File: config.mk
export PLATFORM = sky130hd
export DESIGN_NAME = alu_mul_seq
export DESIGN_NICKNAME = d
export VERILOG_FILES = /design/src/rtl/alu_mul_seq.sv
export SDC_FILE = /design/constraint.sdc
export NUM_CORES = 1
export LEC_CHECK = 0
export ABC_CLOCK_PERIOD_IN_PS = 4000
export BUFFER_PORTS_ARGS = -buffer_cell sky130_fd_sc_hd__buf_4
export CORE_UTILIZATION = 57
export CTS_BUF_LIST = sky130_fd_sc_hd__clkbuf_8
export DETAILED_ROUTE_END_ITERATION = 8
export PLACE_DENSITY = 0.88
export SYNTH_ARGS = -nofsm -noshare
export SYNTH_HDL_FRONTEND = slang
export SYNTH_SLANG_ARGS = --single-unit
File: constraint.sdc
create_clock -name clk -period 4 [get_ports clk]
set_clock_uncertainty 0.1 [all_clocks]
set_input_delay 1.2 -clock clk [delete_from_list [all_inputs] [get_ports clk]]
set_output_delay 1.2 -clock clk [all_outputs]
set_load 0.01 [all_outputs]
File: src/rtl/alu_mul_seq.sv
// Multi-cycle unsigned 16x16 multiplier (low 16 bits) that drives a shared ALU
// through shift-add iterations: ADD acc+mcand, SHL mcand, SHR mplier.
module alu_mul_seq #(
  parameter logic [15:0] SHL1_CODE = 16'h000F,
  parameter logic [15:0] SHR1_CODE = 16'h8001
) (
  input  logic        clk,
  input  logic        rst,
  input  logic        start,
  input  logic [15:0] a,
  input  logic [15:0] b,
  output logic        busy,
  output logic        done,
  output logic [15:0] product,
  output logic        ovf,
  output logic [2:0]  alu_op,
  output logic [15:0] alu_in1,
  output logic [15:0] alu_in2,
  input  logic [15:0] alu_out,
  input  logic [3:0]  alu_flags,
  output logic [2:0]  dbg_state
);

  localparam logic [2:0] OP_ADD   = 3'd0;
  localparam logic [2:0] OP_SHIFT = 3'd4;
  localparam logic [2:0] OP_IDLE  = 3'd7;

  typedef enum logic [2:0] {
    S_IDLE = 3'd0,
    S_ADD  = 3'd1,
    S_SHL  = 3'd2,
    S_SHR  = 3'd3,
    S_DONE = 3'd4
  } state_t;

  state_t      state, state_nx;
  logic [15:0] acc, mcand, mplier;
  logic        ovf_run;

  // Only carry (c) and overflow (v) matter; z and n are left unconnected.
  logic unused_flags;
  assign unused_flags = alu_flags[3] ^ alu_flags[1];

  assign dbg_state = state;

  always_comb begin
    state_nx = state;
    busy     = 1'b0;
    done     = 1'b0;
    alu_op   = OP_IDLE;
    alu_in1  = 16'h0000;
    alu_in2  = 16'h0000;
    case (state)
      S_IDLE: begin
        if (start) begin
          if (b == 16'h0000) state_nx = S_DONE;
          else if (b[0])     state_nx = S_ADD;
          else               state_nx = S_SHL;
        end
      end
      S_ADD: begin
        busy     = 1'b1;
        alu_op   = OP_ADD;
        alu_in1  = acc;
        alu_in2  = mcand;
        state_nx = S_SHL;
      end
      S_SHL: begin
        busy     = 1'b1;
        alu_op   = OP_SHIFT;
        alu_in1  = mcand;
        alu_in2  = SHL1_CODE;
        state_nx = S_SHR;
      end
      S_SHR: begin
        busy    = 1'b1;
        alu_op  = OP_SHIFT;
        alu_in1 = mplier;
        alu_in2 = SHR1_CODE;
        if (alu_out == 16'h0000) state_nx = S_DONE;
        else if (alu_out[0])     state_nx = S_ADD;
        else                     state_nx = S_SHL;
      end
      S_DONE: begin
        done     = 1'b1;
        state_nx = S_IDLE;
      end
      default: state_nx = S_IDLE;
    endcase
  end

  always_ff @(posedge clk or posedge rst) begin
    if (rst) begin
      state   <= S_IDLE;
      acc     <= 16'h0000;
      mcand   <= 16'h0000;
      mplier  <= 16'h0000;
      ovf_run <= 1'b0;
      product <= 16'h0000;
      ovf     <= 1'b0;
    end else begin
      state <= state_nx;
      case (state)
        S_IDLE: begin
          if (start) begin
            acc     <= 16'h0000;
            ovf_run <= 1'b0;
            mcand   <= a;
            mplier  <= b;
            if (b == 16'h0000) begin
              product <= 16'h0000;
              ovf     <= 1'b0;
            end
          end
        end
        S_ADD: begin
          acc     <= alu_out;
          ovf_run <= ovf_run | alu_flags[2];
        end
        S_SHL: begin
          // A bit shifted out of mcand only matters if a later add will use it.
          mcand   <= alu_out;
          ovf_run <= ovf_run | (alu_flags[0] & (mplier[15:1] != 15'h0000));
        end
        S_SHR: begin
          mplier <= alu_out;
          if (alu_out == 16'h0000) begin
            product <= acc;
            ovf     <= ovf_run;
          end
        end
        default: ;
      endcase
    end
  end

endmodule
* Word level (Yosys, flattened, before mapping)
Cells that the tools add are included.
** Cells by class
- Div/mod/pow operators :: 0
- Multipliers :: 0
- Equal/unequal tests :: 7
- $add $sub $neg :: 0
- Magnitude comparators :: 0
- Bitwise gates (word level) :: 3
- Shifts and indexed selects :: 0
- Muxes and demuxes :: 27
- Reduce and logical (&&, ||, !) cells :: 15
** Operators with widths (number)
- $pmux W16 S2 :: 4
- $mux W16 :: 6
- $pmux W16 S3 :: 2
- $logic_not A16 Y1 :: 2
- $reduce_bool A15 Y1 :: 1
- $pmux W3 S4 :: 1
- $mux W3 :: 3
- $reduce_and A2 Y1 :: 4
- $eq A3 B2 Y1 const B :: 2
- $mux W1 :: 6
- $ne A2 B2 Y1 const B :: 3
- $pmux W3 S2 :: 1
- $reduce_bool A2 Y1 :: 3
- $mux W2 :: 2
- $reduce_and A4 Y1 :: 1
- $eq A3 B1 Y1 const B :: 1
- $eq A3 B3 Y1 const B :: 1
- $logic_not A3 Y1 :: 1
- $pmux W1 S3 :: 1
- $reduce_bool A3 Y1 :: 1
- $reduce_or A3 Y1 :: 1
- $or A1 B1 Y1 :: 2
- $pmux W1 S2 :: 1
- $reduce_or A2 Y1 :: 1
- $and A1 B1 Y1 :: 1
** Storage, ports and cells
- Memory bits (read-only) :: 0
- Output and inout bits :: 57
- Latch bits :: 0
- Logic and storage cells :: 59
- RAM bits :: 0
- Input bits :: 55
- Register bits :: 69
- Memories :: 0

* Longest topological paths before layout
Gate-level depths: netlist of run 1.
- Word-level depth :: 4
- Depth in mapped cells :: 6
- Gate-level depth less buffers :: 4

* Least setup slack after synthesis of run 1
Ideal clock, no wire load.
- Path type :: register -> output
- Start point :: register state[1], in the netlist dbg_state[1]
- End point :: output port alu_op[1]
- Path buffers :: 3
- Setup slack :: 1.325 ns
- Data required time :: 2.700 ns
- Arrival time :: 1.375 ns
- Cell stages (with the launch flop) :: 7
- Path through :: dfrtp_1 > buf_6 > clkbuf_1 > nor2_1 > nor2_1 > inv_1 > buf_4
** Between the ends
- Longest elaborated chain between the ends :: 3
- Elaborated cells between the ends (all ways) :: 5
- Those cells by class :: 3 x eq/ne; 1 x mux; 1 x reduce/logical
** Ends and longest elaborated chain
- from (decl) :: RTL line 36 : state_t state, state_nx;
- from (signal assigned) :: RTL line 102 : state <= state_nx;
- $eq A3 B2 Y1 :: RTL line 53 : case (state)
- $reduce_or A2 Y1 (no line)
- $pmux W3 S2 (*) :: RTL line 53
- to (decl) :: RTL line 16 : output logic [2:0] alu_op,
Mark *: on every way between the ends. The rest lies on a longest branch, timed or not.

* Final worst setup path of run 1
- Start point :: register state[0], in the netlist dbg_state[0]
- End point :: output port alu_in1[10]
** Between the ends
- Longest elaborated chain between the ends :: 2
- Elaborated cells between the ends (all ways) :: 4
- Those cells by class :: 3 x eq/ne; 1 x mux
** Ends and longest elaborated chain
- $eq A3 B2 Y1 or $eq A3 B1 Y1 (tied branches) :: RTL line 53
- $pmux W16 S3 (*) :: RTL line 53
- to (decl) :: RTL line 17 : output logic [15:0] alu_in1,
Marked as above.

==> results of run 1 <==
==> metrics by stage <==
stage               hold WS [ns]  worst slack, ns  total power, W  instance area (um2)
floorplan                  0.369            0.960         0.00226                 3610
global placement           0.381            0.860         0.00286                 4450
detailed placement         0.384            0.828         0.00294                 4450
CTS                        0.409            0.402         0.00365                 4700
global route               0.422            0.260         0.00387                 4700
finish                     0.407            0.321         0.00367                 4700
==> cells in the mapped netlist (5+ instances only) <==
library cell  instances  area [um2]
mux2_2               16         180
buf_2                 7        35.0
inv_1                 5        18.8
a22o_1               26         228
nor4_1                7        43.8
nor2_1               38         143
a22o_2                6        60.1
buf_6                 6        67.6
a21oi_1              18        90.1
o21ai_0              13        65.1
and3_1               11        68.8
dfrtp_1              69        1730
mux2i_1              32         320
o21ai_1               5        25.0
nand2_1              19        71.3
a22oi_1              16         120
clkbuf_1             13        48.8
==> registers in the layout, summed over array words and instances (netlist names) <==
| register | count |
|---|---|
| dbg_state | 3 |
| ovf | 1 |
| ovf_run | 1 |
| acc | 16 |
| product | 16 |
| mplier | 16 |
| mcand | 16 |
==> path summary, 6_finish.rpt <==
kind,from,endpoint,slack [ns],cells past startpoint
worst min-delay path,product[0]$_DFFE_PP0P_,product[0]$_DFFE_PP0P_,0.41,1
min in group asynchronous,rst,acc[14]$_DFFE_PP0P_,0.83,2
worst max-delay path,dbg_state[0]$_DFFE_PP0P_,alu_in1[10],0.32,5
worst min register to register,product[0]$_DFFE_PP0P_,product[0]$_DFFE_PP0P_,0.41,1
worst max register to register,dbg_state[2]$_DFFE_PP0P_,product[7]$_DFFE_PP0P_,1.29,4
max in group asynchronous,rst,acc[0]$_DFFE_PP0P_,2.22,3
==> worst register-to-register path: stages (launching register included) <==
cell and delay [ns]:
dfrtp_1 0.57, buf_4 0.34, nand3b_2 0.64, a2bb2oi_2 0.73, a22o_2 0.27
==> area by class of cell <==
class | count | area [um2] | share of cell area, %
sequential | 69 | 1730 | 36.8
multi-input combinational | 237 | 1700 | 36.3
timing repair buffer | 121 | 908 | 19.3
clock buffer | 9 | 124 | 2.64
clock inverter | 7 | 123 | 2.61
tap | 75 | 93.8 | 2.00
inverter | 5 | 18.8 | 0.400
==> layer usage <==
metal / vias to the layer above / share of wire (%) / global-route usage [%]
met2: 193 / 49 / 54.8
met1: 1569 / 40 / 42.7
met5: - / 0 / 0
met4: 0 / 2.7 / 14.1
li1: 1456 / - / -
met3: 28 / 7.8 / 6.56
==> cell families (layout without fill, tap and decap cells) <==
group                  count (synthesis)  in the layout  share of synthesized area [%]
AO/OA/AOI/OAI                         91             91                           18.0
XOR/XNOR                               1              1                          0.243
buffers and inverters                 34            142                           5.34
flip-flops                            69             69                           47.9
multiplexers                          48             48                           13.9
AND/OR/NAND/NOR                       97             97                           14.6
==> layout by cell type (no fill, tap or decap), types with 5 or more instances in the layout <==
master    instances
a21oi_1          18
a22o_1           26
a22o_2            6
a22oi_1          16
and3_1           11
buf_4           121
clkbuf_8          9
dfrtp_1          69
mux2_2           16
mux2i_1          32
nand2_1          19
nor2_1           38
nor4_1            7
o21ai_0          13
o21ai_1           5
==> power by group through the flow <==
stage,registers [W],clock network (W),logic [W]
after floorplan,0.00109,0,0.00118
after global placement,0.00117,0,0.00169
final,0.00118,0.000709,0.00178
after global routing,0.00121,0.000740,0.00193
after CTS,0.00117,0.000707,0.00177
after detailed placement,0.00118,0,0.00176
==> results.md, run 1 <==
* P_sw at roughly 0.0015 W
* Total wire length at between 10 and 15 mm
* NumNets Final at 498
* DP Wirelength at roughly 7.4 mm
* Part of the Yosys area used for sequential elements at a little under half
* Post-Syn Area at 3610 um2
* DR WL/cell at 19.8 um
* Number of global-route vias before repair at approximately 3.2k
* First-pass GRT wire length at roughly 16 mm
* CP bufs+invs at 2
* Register bit total from synthesis at 69
* Minimum clock period at between 3 and 4 ns
* Static Leak at approximately 2.3 nW
* Grt ovf at 0
* Num CTS Buffers at 9
* Core Footprint at ~6000 um2
* CTS resizes at 0
* CP Cell Sequence: nor2b_1 -> buf_4 -> a22oi_1 -> nor2_1 -> buf_4
* Cells after synthesis at 340
* Antenna Violating Nets Remaining at 0
* Least-Margin Pin Slew at a little under 0.9 ns
* Synth unique cells at 40
* Mean Syn Cell Area at 10.6 um2
* Hold Buf Count CTS at 0
* Syn nets at 395
* Number of port buffers at 109
* DR vias/cell at slightly above 6
* Die X at between 80 and 90 um
* Initial Util at about 60%
* Final critical-path share of the clock period at between 90 and 100%
* Post-Route Utilization at between 70% and 80%
* RSZ-0062 raised after global routing: false
* HP Class: flip-flop to flip-flop
* Class of the most critical setup path: flip-flop to primary output
* Ys flop type: dfrtp_1
* Number of flops mapped to enable cells by yosys at 0
* Peak supply drop at roughly 0.00056 V
* Fin cells at approximately 520
* Critical path arrival at about 2.4 ns
* Area grow syn2layout at 30.2%
* Final GP Congestion at between 0.9 and 1
* Pwr Density at just under 800 nW/um2
* Critical Path Most Common Cell: buf_4
* # fillers at just over 400
* Crit-path leading delay family: flip-flops
* Number of DRC markers in iteration 0 at approximately 370
* Sw frac at between 30 and 40%
* Slew margin rel. at between 40 and 50%
* Final setup TNS at 0 ns
* Asr flop ratio synth at 100%
* Root buf cell: clkbuf_8
* GRT Resource Usage Total at around a third
* Slowest cell delay on critical path at approximately 0.80 ns
* Placed cells at 507
* CTS max path bufs at 2
* CP endpoint kind: primary output
* Drt drc at 0
* Die Y at between 80 and 90 um
* Setup Viol. Count Final at 0
* TritonCTS clock tree: built
* Pre-antenna DRT Iters at 5
* Clk slew on worst S/H paths at around 0.08 ns
* Largest net degree at the start of global routing at 36
* Max H-tree Level at 3
* Synth Warn # at 0
* Cell internal pwr at between 0.002 and 0.0025 W
* Critical Path Source Type: flip-flop
* Ports at 112
* Max Fclk at approximately 270 MHz
* Clk network pwr share at between 10% and 20%
* Fin. Hold Viols at 0
* Clk_lat worst skew at 0.37 ns
* Worst Path Required at about 2.7 ns
* Share of cells above drive strength 1 at a little under two fifths
* Outcome: finished, final reports clean
* Antenna Cells at 0
* Comb power frac at 48.4%
* Max FO, Critical Path at 16
* CTS Sinks at 69
* Total number of vias at 3246
* Row count at 28
* Max-slew violation count at 0
* CP max stage cell: dfrtp_1
* DIE AREA at ~6700 um2
* Reg power frac at 32.2%
* Initial antenna violation count at 0
* Post-CTS Setup Bufs at 0
* Max Cap Viol at 0
(Power assumes the default switching activity.)
==> run 2: changes to the inputs <==
- GPL_TIMING_DRIVEN: default -> 0
==> run 2 against run 1 <==
  * Routed wire length grew 5.6%
  * Maximum frequency grew 5.1%
  * Final area grew 1.4%
  * Hold slack lost 0.0026 ns
  * Highest routed layer unchanged
==> results.md, run 2 (synthesis results as in run 1) <==
* CP max stage cell: nor3b_2
* DIE AREA at 6650 um2 (unchanged)
* RSZ-0062 raised after global routing: false
* Max FO, Critical Path at 10 (-6)
* CTS resizes at 0 (unchanged)
* CP Cell Sequence: buf_2 -> nor3b_2 -> buf_2 -> a21o_1 -> buf_4
* DR WL/cell at 20.2 um (+2.3%)
* Share of cells above drive strength 1 at 37.2% (-0.74 points)
* Antenna Violating Nets Remaining at 0 (unchanged)
* Number of DRC markers in iteration 0 at 327 (-11%)
* First-pass GRT wire length at 16.9 mm (+5.5%)
* Max-slew violation count at 0 (unchanged)
* Root buf cell: clkbuf_8
* Static Leak at 2.30 nW (+1.7%)
* Class of the most critical setup path: flip-flop to primary output
* Drt drc at 0 (unchanged)
* Die X at 81.6 um (unchanged)
* Critical Path Most Common Cell: buf_2
* CP bufs+invs at 3 (+1)
* Initial Util at 59.9% (unchanged)
* Critical Path Source Type: flip-flop
* Number of global-route vias before repair at 3325 (+4.7%)
* Number of port buffers at 109 (unchanged)
* DR vias/cell at 6.30 (+1.5%)
* HP Class: flip-flop to flip-flop
* Post-Route Utilization at 79.0% (+1.1 points)
* Hold Buf Count CTS at 0 (unchanged)
* Grt ovf at 0 (unchanged)
* Total wire length at 10.9 mm (+5.6%)
* Total power draw at 0.00373 W (+1.5%)
* Max Cap Viol at 0 (unchanged)
* Worst Path Required at 2.70 ns (about the same)
* Peak supply drop at 0.000482 V (-14%)
* Commonest non-fill, non-tap cell in the layout: buf_4
* NumNets Final at 515 (+3.4%)
* Commonest cells after routing, fill and taps aside: 112 x buf_4, 69 x dfrtp_1, 38 x nor2_1, 32 x mux2i_1, 26 x a22o_1
* CTS Sinks at 69 (unchanged)
* Max Fclk at 286 MHz (+5.1%)
* GRT Resource Usage Total at 35.1% (+1.8 points)
* Clk_lat worst skew at 0.36 ns (about the same)
* Final critical-path share of the clock period at 87.5% (-4.5 points)
* Setup Viol. Count Final at 0 (unchanged)
* Area grow syn2layout at 32.0%
* Least-Margin Pin Slew at 0.846 ns (-0.0483 ns)
* CTS max path bufs at 2 (unchanged)
* Num CTS Buffers at 9 (unchanged)
* DP Wirelength at 7.89 mm (+6.1%)
* CP endpoint kind: primary output
* Outcome: finished, final reports clean
* Post-CTS Setup Bufs at 0 (unchanged)
* Minimum clock period at 3.50 ns (-0.179 ns)
* Slew margin rel. at 43.6% (+3.3 points)
* Antenna Cells at 0 (unchanged)
* Total number of vias at 3403 (+4.8%)
* Initial antenna violation count at 0 (unchanged)
* Die Y at 81.6 um (unchanged)
* Max H-tree Level at 3 (unchanged)
* Largest net degree at the start of global routing at 70 (+94%)
* Clk slew on worst S/H paths at 0.07 ns (about the same)
* Fin. Hold Viols at 0 (unchanged)
* TritonCTS clock tree: built
* Pre-antenna DRT Iters at 8 (+3)
* Core Footprint at 6030 um2 (unchanged)
* Final setup TNS at 0 ns (unchanged)
* Final GP Congestion at 0.936 (-3.1%)
* Crit-path leading delay family: simple AND/OR/NAND/NOR gates
* Pwr Density at 783 nW/um2 (+0.15%)
* Row count at 28 (unchanged)
* Slowest cell delay on critical path at 0.69 ns (-0.11 ns)
* Ports at 112 (unchanged)
* Critical path arrival at 2.20 ns (-0.18 ns)
==> run 2: cell count changes in the layout (fill, tap and decap cells not counted), sizes merged <==
| cell | change |
|---|---|
| clkbuf | +13 |
| buf | +4 |
| clkinv | +1 |
| clkinvlp | -1 |
==> run 2: area by class of cell <==
cell class                      instances  area, um2
Sequential cell                        69       1730
Multi-Input combinational cell        237       1690
Fill cell                             400       1260
Timing Repair Buffer                  109        818
Buffer                                 29        174
Clock buffer                            9        124
Clock inverter                          7        115
Tap cell                               75       93.8
Inverter                                5       21.3
==> run 2: final timing paths <==
check | start | end | slack, ns | cells past startpoint
min | product[3]$_DFFE_PP0P_ | product[3]$_DFFE_PP0P_ | 0.40 | 1
min reg2reg | product[3]$_DFFE_PP0P_ | product[3]$_DFFE_PP0P_ | 0.40 | 1
max in group asynchronous | rst | mcand[1]$_DFFE_PP0P_ | 2.32 | 2
max | dbg_state[2]$_DFFE_PP0P_ | alu_in2[1] | 0.50 | 5
min in group asynchronous | rst | mplier[4]$_DFFE_PP0P_ | 0.93 | 2
max reg2reg | dbg_state[2]$_DFFE_PP0P_ | mcand[8]$_DFFE_PP0P_ | 1.87 | 4
==> run 2: power by group <==
group	switching (W)	leakage, nW	total, W	internal [W]
Sequential	0.000216	0.867	0.00116	0.000945
Combinational	0.00100	1.31	0.00188	0.000875
Clock	0.000279	0.121	0.000690	0.000412
Total	0.00150	2.30	0.00373	0.00223
==> run 2: worst register-to-register path, delay by kind of cell, from the launching register on <==
family | cells | cell delay (ns)
simple gates | 1 | 0.69
buf+inv | 2 | 0.64
flops | 1 | 0.37
compound gates | 1 | 0.18
==> run 2: per-stage QoR <==
step / std cells / setup slack [ns] / instance area [um2] / hold WS (ns)
4_1_cts: 540 / 0.575 / 4760 / 0.407
3_5_place_dp: 524 / 0.943 / 4520 / 0.389
6_report: 540 / 0.500 / 4760 / 0.404
5_1_grt: 540 / 0.435 / 4760 / 0.416
2_1_floorplan: 340 / 0.960 / 3610 / 0.369
3_3_place_gp: 524 / 0.170 / 4520 / 0.384
==> run 2: per-layer routing <==
metal  part of all wire (%)  global-route usage, %  wire (um)
met4                    3.1                   16.1        335
met1                     40                   46.3       4320
met3                    9.0                   5.89        984
met2                     48                   56.4       5280
met5                      0                      0          0
==> run 3: changes to the inputs <==
- PLACE_DENSITY: 0.88 -> 0.95
==> run 3 against run 2 <==
  * Final area rose by 0.68%
  * Sequential power barely moved
  * Power rose by 3.6%
  * First-iteration DRC count rose by 2.4%
  * Maximum frequency fell by 0.55%
  * Register-to-register slack got worse by 0.02 ns
  * Largest cell class unchanged
  * Non-clock buffer count did not move
  * Flip-flop and latch count did not move
  * Utilization rose by 0.54 points
  * Critical path depth did not move
==> results.md, run 3 (synthesis results as in run 1) <==
* Outcome: finished, final reports clean
* Commonest non-fill, non-tap cell in the layout: buf_4
* Core Footprint at 6030 um2 (unchanged)
* Least-Margin Pin Slew at 0.857 ns (+0.0107 ns)
* HP Class: flip-flop to flip-flop
* Critical path arrival at 2.22 ns (+0.02 ns)
* CTS max path bufs at 2 (unchanged)
* Pwr Density at 806 nW/um2 (+2.9%)
* CP endpoint kind: primary output
* TritonCTS clock tree: built
* Drt drc at 0 (unchanged)
* Post-CTS Setup Bufs at 0 (unchanged)
* Number of global-route vias before repair at 3461 (+4.1%)
* Worst hold start: product[7]$_DFFE_PP0P_
* NumNets Final at 515 (unchanged)
* RSZ-0062 raised after global routing: false
* DR WL/cell at 21.7 um (+7.3%)
* DP Wirelength at 8.25 mm (+4.5%)
* Reg-to-Reg End: mcand[9]$_DFFE_PP0P_
* Peak supply drop at 0.000530 V (+10%)
* Root buf cell: clkbuf_8
* Critical Path Source Type: flip-flop
* Pre-antenna DRT Iters at 5 (-3)
* Total number of vias at 3541 (+4.1%)
* Total wire length at 11.7 mm (+7.3%)
* Hold Path Depth at 1 (unchanged)
* Largest net degree at the start of global routing at 70 (unchanged)
* Area grow syn2layout at 32.9%
* Max H-tree Level at 3 (unchanged)
* Die X at 81.6 um (unchanged)
* Max Cap Viol at 0 (unchanged)
* Final setup TNS at 0 ns (unchanged)
* Static Leak at 2.31 nW (+0.69%)
* Clk_lat worst skew at 0.36 ns (about the same)
* Share of cells above drive strength 1 at 37.4% (+0.22 points)
* Worst Path Required at 2.70 ns (about the same)
* Max Fclk at 284 MHz (-0.55%)
* Register-to-register setup slack at 1.85 ns (-0.02 ns)
* Commonest cells after routing, fill and taps aside: 112 x buf_4, 69 x dfrtp_1, 38 x nor2_1, 32 x mux2i_1, 26 x a22o_1
* Ports at 112 (unchanged)
* Antenna Violating Nets Remaining at 0 (unchanged)
* Row count at 28 (unchanged)
* Antenna Cells at 0 (unchanged)
* DR vias/cell at 6.56 (+4.1%)
* Max-slew violation count at 0 (unchanged)
* Setup Viol. Count Final at 0 (unchanged)
* DIE AREA at 6650 um2 (unchanged)
* Class of the most critical setup path: flip-flop to primary output
* Final GP Congestion at 0.955 (+2.0%)
* Worst hold endpoint: product[7]$_DFFE_PP0P_
* Initial antenna violation count at 0 (unchanged)
* Max FO, Critical Path at 10 (unchanged)
* CTS resizes at 0 (unchanged)
* Die Y at 81.6 um (unchanged)
* Fin. Hold Viols at 0 (unchanged)
* Initial Util at 59.9% (unchanged)
* First-pass GRT wire length at 18.1 mm (+7.4%)
* Num CTS Buffers at 9 (unchanged)
* Total power draw at 0.00386 W (+3.6%)
* Hold Buf Count CTS at 0 (unchanged)
* CTS Sinks at 69 (unchanged)
* GRT Resource Usage Total at 38.1% (+3.0 points)
* Number of DRC markers in iteration 0 at 335 (+2.4%)
* Slew margin rel. at 42.9% (-0.71 points)
* Clk slew on worst S/H paths at 0.08 ns (about the same)
* RR Startpoint: dbg_state[2]$_DFFE_PP0P_
* Final critical-path share of the clock period at 88.0% (+0.49 points)
* Number of port buffers at 109 (unchanged)
* Minimum clock period at 3.52 ns (+0.0195 ns)
* Grt ovf at 0 (unchanged)
* Worst r2r path cells at 4 (unchanged)
run 3: critical path, cell delays in order, from the launching register on:
cell and delay (ns):
dfrtp_1 0.38, buf_2 0.18, nor3b_2 0.67, buf_2 0.38, a21o_1 0.14, buf_4 0.12
run 3: power breakdown:
group,internal [W],switching [W],leakage (nW)
Sequential,0.000945,0.000226,0.867
Combinational,0.000876,0.00104,1.31
Clock,0.000494,0.000281,0.136
Total,0.00232,0.00155,2.31
run 3: layout make-up:
| cell class | instances | area [um2] |
|---|---|---|
| Fill cell | 387 | 1230 |
| Timing Repair Buffer | 109 | 818 |
| Clock inverter | 6 | 134 |
| Inverter | 5 | 21.3 |
| Multi-Input combinational cell | 237 | 1690 |
| Tap cell | 75 | 93.8 |
| Buffer | 29 | 174 |
| Sequential cell | 69 | 1730 |
| Clock buffer | 10 | 138 |
run 3: worst max-delay path by stage:
stage,startpoint,endpoint,slack (ns),depth (start not counted)
global route,dbg_state[2]$_DFFE_PP0P_,alu_in2[1],0.36,5
detailed placement,dbg_state[2]$_DFFE_PP0P_,alu_in2[1],0.90,5
floorplan,rst,acc[0]$_DFFE_PP0P_,0.96,1
global placement,rst,product[7]$_DFFE_PP0P_,0.18,2
finish,dbg_state[2]$_DFFE_PP0P_,alu_in2[1],0.48,5
CTS,dbg_state[2]$_DFFE_PP0P_,alu_in2[1],0.52,5
run 3: stage by stage:
stage / std cells / utilization, % / worst slack, ns / hold WS, ns / cell area (um2)
floorplan: 340 / - / 0.960 / 0.369 / 3610
global placement: 524 / 75.0 / 0.180 / 0.384 / 4520
detailed placement: 524 / 75.0 / 0.905 / 0.387 / 4520
CTS: 540 / 79.5 / 0.522 / 0.411 / 4790
global route: 540 / 79.5 / 0.356 / 0.417 / 4790
finish: 540 / 79.5 / 0.480 / 0.408 / 4790
run 3: layer usage:
layer	GRT usage, %	share of wire (%)
met5	0	0
met4	21.8	4.2
met3	7.67	9.6
met2	61.9	48
met1	47.0	38
